--- src/rtl/bcd_converter_seq.sv ---
// Sequential binary-to-BCD converter using shift-add-3 (double dabble).
// One ADJ/SHIFT pair per input bit; result and DONE are registered at the final shift.
module bcd_converter_seq #(
    parameter int unsigned WIDTH  = 16,
    parameter int unsigned DIGITS = 5
) (
    input  logic                  CLK,
    input  logic                  RST,
    input  logic                  START,
    input  logic [WIDTH-1:0]      BIN_IN,
    output logic                  BUSY,
    output logic                  DONE,
    output logic [4*DIGITS-1:0]   BCD_OUT
);

    localparam int unsigned CntW = $clog2(WIDTH + 1);

    typedef enum logic [2:0] {StIdle, StLoad, StAdj, StShift, StFinish} state_e;

    state_e                state_q, state_d;
    logic                  start_prev_q;
    logic [WIDTH-1:0]      bin_q, bin_d;
    logic [4*DIGITS-1:0]   scratch_q, scratch_d;
    logic [CntW-1:0]       cnt_q, cnt_d;
    logic [4*DIGITS-1:0]   bcd_q, bcd_d;
    logic                  busy_q, busy_d;
    logic                  done_q, done_d;
    logic                  start_rise;

    assign start_rise = START & ~start_prev_q;

    always_comb begin
        state_d   = state_q;
        bin_d     = bin_q;
        scratch_d = scratch_q;
        cnt_d     = cnt_q;
        bcd_d     = bcd_q;

        unique case (state_q)
            StIdle: begin
                if (start_rise) begin
                    state_d = StLoad;
                end
            end
            StLoad: begin
                bin_d     = BIN_IN;
                scratch_d = '0;
                cnt_d     = CntW'(WIDTH);
                state_d   = StAdj;
            end
            StAdj: begin
                // Each digit adjusted independently; no carry crosses nibbles.
                for (int i = 0; i < int'(DIGITS); i++) begin
                    if (scratch_q[4*i +: 4] >= 4'd5) begin
                        scratch_d[4*i +: 4] = scratch_q[4*i +: 4] + 4'd3;
                    end
                end
                state_d = StShift;
            end
            StShift: begin
                {scratch_d, bin_d} = {scratch_q[4*DIGITS-2:0], bin_q, 1'b0};
                cnt_d = cnt_q - CntW'(1);
                if (cnt_d == '0) begin
                    bcd_d   = scratch_d;
                    state_d = StFinish;
                end else begin
                    state_d = StAdj;
                end
            end
            StFinish: begin
                state_d = StIdle;
            end
            default: begin
                state_d = StIdle;
            end
        endcase

        busy_d = (state_d != StIdle);
        done_d = (state_d == StFinish);
    end

    // Previous-START resets high so a level already present at release is not a rise.
    always_ff @(posedge CLK or posedge RST) begin
        if (RST) begin
            state_q      <= StIdle;
            start_prev_q <= 1'b1;
            bin_q        <= '0;
            scratch_q    <= '0;
            cnt_q        <= '0;
            bcd_q        <= '0;
            busy_q       <= 1'b0;
            done_q       <= 1'b0;
        end else begin
            state_q      <= state_d;
            start_prev_q <= START;
            bin_q        <= bin_d;
            scratch_q    <= scratch_d;
            cnt_q        <= cnt_d;
            bcd_q        <= bcd_d;
            busy_q       <= busy_d;
            done_q       <= done_d;
        end
    end

    assign BUSY    = busy_q;
    assign DONE    = done_q;
    assign BCD_OUT = bcd_q;

endmodule

--- config.mk ---
export PLATFORM = sky130hd
export DESIGN_NAME = bcd_converter_seq
export DESIGN_NICKNAME = d
export VERILOG_FILES = /design/src/rtl/bcd_converter_seq.sv
export SDC_FILE = /design/constraint.sdc
export NUM_CORES = 1
export LEC_CHECK = 0
export BUFFER_PORTS_ARGS = -buffer_cell sky130_fd_sc_hd__buf_2
export CORE_MARGIN = 4
export CORE_UTILIZATION = 45
export DETAILED_ROUTE_END_ITERATION = 10
export SLEW_MARGIN = 25
export SYNTH_ARGS = -nofsm -noshare
export SYNTH_HDL_FRONTEND = slang
export SYNTH_SLANG_ARGS = --single-unit
--- constraint.sdc ---
create_clock -name CLK -period 4.9 [get_ports CLK]
set_input_delay 0.735 -clock CLK [delete_from_list [all_inputs] [get_ports CLK]]
set_output_delay 0.735 -clock CLK [all_outputs]
set_load 0.01 [all_outputs]
Word level (Yosys, flattened, before mapping)
Cells that the tools add are included.

storage, ports and cells
  word-level logic and storage cells = 56
  register bits after elaboration = 67
  output and inout bits = 22
  input bits = 19

cells by class
  reduce and logical (&&, ||, !) cells = 11
  mux-type cells = 11
  equality and inequality tests = 9
  bitwise logic cells = 2
  add/sub/neg operators = 6
  order comparisons = 5

operators by type and width
  cell                                                                                  count
  20-bit case mux with 3 select lines                                                   1
  16-bit case mux with 2 select lines                                                   1
  4-bit by 2-bit adder with 4-bit output (second input constant)                        5
  4-bit by 3-bit greater-or-equal comparator with 1-bit output (second input constant)  5
  4-bit 2-to-1 mux                                                                      5
  3-bit case mux with 4 select lines                                                    1
  2-bit AND reduction                                                                   6
  2-bit != test (second input constant)                                                 5
  5-bit case mux with 2 select lines                                                    1
  3-bit by 2-bit == test with 1-bit output (second input constant)                      2
  3-bit 2-to-1 mux                                                                      2
  3-bit nonzero test                                                                    2
  5-bit zero test                                                                       1
  5-bit by 1-bit subtractor with 5-bit output (second input constant)                   1
  3-bit by 1-bit == test with 1-bit output (second input constant)                      1
  3-bit == test (second input constant)                                                 1
  3-bit zero test                                                                       1
  2-bit nonzero test                                                                    1
  1-bit bitwise AND                                                                     1
  1-bit inverter                                                                        1

Logic depth before layout (Yosys ltp)
  word-level depth = 5
  mapped depth = 9
  depth with buffers taken out = 7

Worst setup path before layout
Ideal clock, no wire load.

  path type = reg2reg
  start point = reg cnt_q[0]
  end point = reg bcd_q[10] (netlist: BCD_OUT[10])
  clock period less this slack = 2.150 ns
  cell stages (with the launch flop) = 10
  path slack = 2.750 ns
  library setup time = 0.125 ns
  buffers on the path = 2
  arrival = 2.025 ns
  path through = dfrtp_1 inv_1 ha_1 nor3b_1 xnor2_1 nand2_1 or3_1 buf_6 buf_12 mux2_4

between the ends
  cells in the longest elaborated chain, start to end = 3

ends and longest elaborated chain
  item                                         line  source
  start: declaration                           24    logic [CntW-1:0] cnt_q, cnt_d;
  start signal: assignment                     98    cnt_q <= cnt_d;
  5-bit by 1-bit subtractor with 5-bit output  62    cnt_d = cnt_q - CntW'(1);
  5-bit zero test                              63    if (cnt_d == '0) begin
  2-bit AND reduction (no source line)         --
  end signal: assignment                       90    bcd_q <= '0;
  end signal: assignment                       99    bcd_q <= bcd_d;
  end: declaration                             25    logic [4*DIGITS-1:0] bcd_q, bcd_d;

Every way passes these cells.
A chain may end at the register's enable or synchronous reset.

Worst setup path in the final report
  start point = reg cnt_q[1]
  end point = reg bcd_q[7] (netlist: BCD_OUT[7])

Same word-level chain as after synthesis.

==> flow_summary_export.csv <==
group,metric,value,unit
placement,dp_hpwl,4180,um
route,drt_iter0_drc,98,
sta,period_share,0.4686,
sta,rsz0062_at_grt,"no",
route,wl_met1,3024,um
sta,clock_skew,7.684,ps
sta,worst_slack,2604,ps
synth,synth_edf_count,0,
synth,yosys.area_share.simple,0.1157,
layout,syn2layout_area_growth,13.96,%
synth,syn_inst,324,
route,via_count,2420,
clock_network,cts_hold_buf,0,
clock_network,numCtsBuffers,9,
layout,drive_gt1_frac,0.2295,
route,wire_per_inst,13.70,um
route,highest_layer,"met4",
die,die-area,0.009000,mm2
clock_network,post_cts_buffers,0,
route,drc_errors,0,
power,ir_worst_vdd,0.3372,mV
layout,n_fill_cell,700,
clock_network,clk_path_buf_depth,2,
power,finalPower,2.677,mW
outcome,status,"finished clean",
synth,ys_seq_elements,67,
critical_path,required,5120,ps
sta,worst_pin_slew,834.6,ps
global_routing,antenna_found_initial,0,
sta,min_period,2296,ps
power,p_leak,1.973,nW
sta,setup_viol,0,
critical_path,setup.worst_path.end_class,"flip-flop",
layout,fin_cells,465,
synth,syn_avg_cell_area,10.48,um2
synth,ys.flop_type,"dfrtp_1",
layout,diodes,0,
die,rows,31,
route,wl_met3,294,um
placement,globalplace.congestion,0.7915,
clock_network,cts_tree,"done",
route,vias_per_cell,5.204,
clock_network,clock_tree.root_cell,"clkbuf_8",
sta,finalSetupTns,0,ps
synth,synth_top_family_by_area,"compound AO/OA/AOI/OAI gates",
synth,synth_compound_area_frac,0.1511,
route,dr.pass1.iters,4,
global_routing,grt_pass1_vias,2372,
synth,syn_area,0.003396,mm2
clock_network,cts_resized,0,
synth,synth_mux_area_frac,0.1326,
power,powerDensity,691.7,mW/mm2
die,die_width,94.87,um
sta,fmax,435.5,MHz
synth,ys_warn_count,0,
route,wirelength,6372,um
global_routing,grt_max_degree,68,
critical_path,worstPathArrival,2520,ps
die,ioPinCount,41,
critical_path,critPathKind,"flip-flop to flip-flop",
global_routing,grt-ovfl-total,0,
clock_network,htreeDepth,3,
global_routing,grt_use_total,0.1569,
route,ant_nets,0,
clock_network,clkTransAtPathRegs,70,ps
clock_network,worst_skew_pair.late_latency,340,ps
sta,final_max_slew_viol_count,0,
synth,synthXorXnorAreaFrac,0.007738,
layout,most-common-layout-cells,"dfrtp_1, buf_2, nand2_1",
synth,synthesis.nets,355,
die,fp.dieH,94.87,um
synth,synthAdderAreaFrac,0.04422,
job,maxCapViolCount,0,
sta,hold_viol_final,0,
synth,yosysSeqAreaShare,0.4941,
die,initial_core_util,0.4657,
hold_path,min_path_type,"flip-flop to flip-flop",
critical_path,critPathMaxFanout,23,
placement,place_ws,2607,ps
clock_network,clock_sinks,67,
layout,final_common_cell,"dfrtp_1",
placement,dp_cells,450,
layout,final_nets,393,
route,wl_met2,2973,um
sta,maxSlewHeadroom,0.4436,
global_routing,grt_pass1_wl,11100,um
critical_path,start_kind,"flip-flop",
placement,io_buffers,40,
sta,holdWs,481.3,ps
die,core_area,0.007292,mm2
synth,yosysUniqueCellTypes,37,
synth,async_flop_share,1.000,
==> layout make-up <==
type	count	area, um2	share of cell area
multi-input combinational	217	1533	0.3961
timing repair buffer	45	237.7	0.06143
clock buffer	10	137.6	0.03556
inverter	22	82.58	0.02134
tap	99	123.9	0.03201
clock inverter	5	77.57	0.02005
sequential	67	1678	0.4336
==> report_power, final <==
group	leakage [nW]	internal [mW]	switching, mW
Sequential	0.861	0.789	0.211
Clock	0.108	0.296	0.208
Combinational	1.00	0.543	0.631
==> final timing paths <==
check	startpoint	cells after the start	slack (ps)	endpoint
min in group asynchronous	RST	3	630	bin_q[0]
worst min-delay path	bin_q[11]	2	480	bin_q[11]
worst max register to register	cnt_q[1]	8	2600	BCD_OUT[7]
max in group asynchronous	RST	3	3720	BCD_OUT[7]
worst min register to register	bin_q[11]	2	480	bin_q[11]
worst max-delay path	cnt_q[1]	8	2600	BCD_OUT[7]
==> synthesized netlist by cell type, types with 2 or more instances <==
library cell | n | area, um2
dfrtp_1 | 66 | 1652
nand2_1 | 34 | 127.6
o21ai_0 | 29 | 145.1
inv_1 | 22 | 82.58
a21oi_1 | 21 | 105.1
mux2_4 | 17 | 255.2
clkbuf_1 | 15 | 56.30
mux2i_1 | 15 | 150.1
nor2_1 | 13 | 48.80
ha_1 | 12 | 150.1
nand2b_1 | 10 | 62.56
nor3_1 | 9 | 45.04
nand3_1 | 6 | 30.03
o31ai_1 | 6 | 45.04
a22o_1 | 5 | 43.79
o21a_1 | 5 | 37.54
or3_1 | 5 | 31.28
mux2_2 | 4 | 45.04
nor2b_1 | 3 | 18.77
o211ai_1 | 3 | 22.52
o2bb2ai_1 | 3 | 26.28
o32ai_1 | 3 | 26.28
nand3b_1 | 2 | 15.01
o22ai_1 | 2 | 12.51
xnor2_1 | 2 | 17.52
==> critical path, stage by stage, from the launching register on <==
cell and delay (ps):
dfrtp_1 420, inv_1 100, ha_1 240, nor3b_1 260, xnor2_1 150, nand2_1 90, or3_1 320, buf_4 270
mux2_4 340
==> registers in the layout (all words and copies together), names as in the netlist <==
name,flops
DONE,1
state_q,3
BUSY,1
start_prev_q,1
BCD_OUT,20
cnt_q,5
bin_q,16
scratch_q,20
==> metrics by stage <==
stage               utilization  instance area, um2
floorplan                     -                3396
global placement         0.5012                3655
detailed placement       0.5012                3655
CTS                      0.5307                3870
global route             0.5307                3870
finish                   0.5307                3870
==> layer usage <==
layer | global-route usage | vias to the layer above
met4 | 0.05409 | 0
met1 | 0.1959 | 1158
met2 | 0.2578 | 43
met5 | 0 | -
met3 | 0.04781 | 11
li1 | - | 1208
==> cell families (layout without fill, tap and decap cells) <==
logic type	count (synthesis)	after routing
AOI/OAI and AO/OA	82	82
xor gates and xnor gates	3	3
adders and majority gates	12	12
buffers and inverters	40	82
DFF	67	67
muxes	36	36
and+or+nand+nor	84	84
Note: power is estimated with default switching activity, not from simulation.
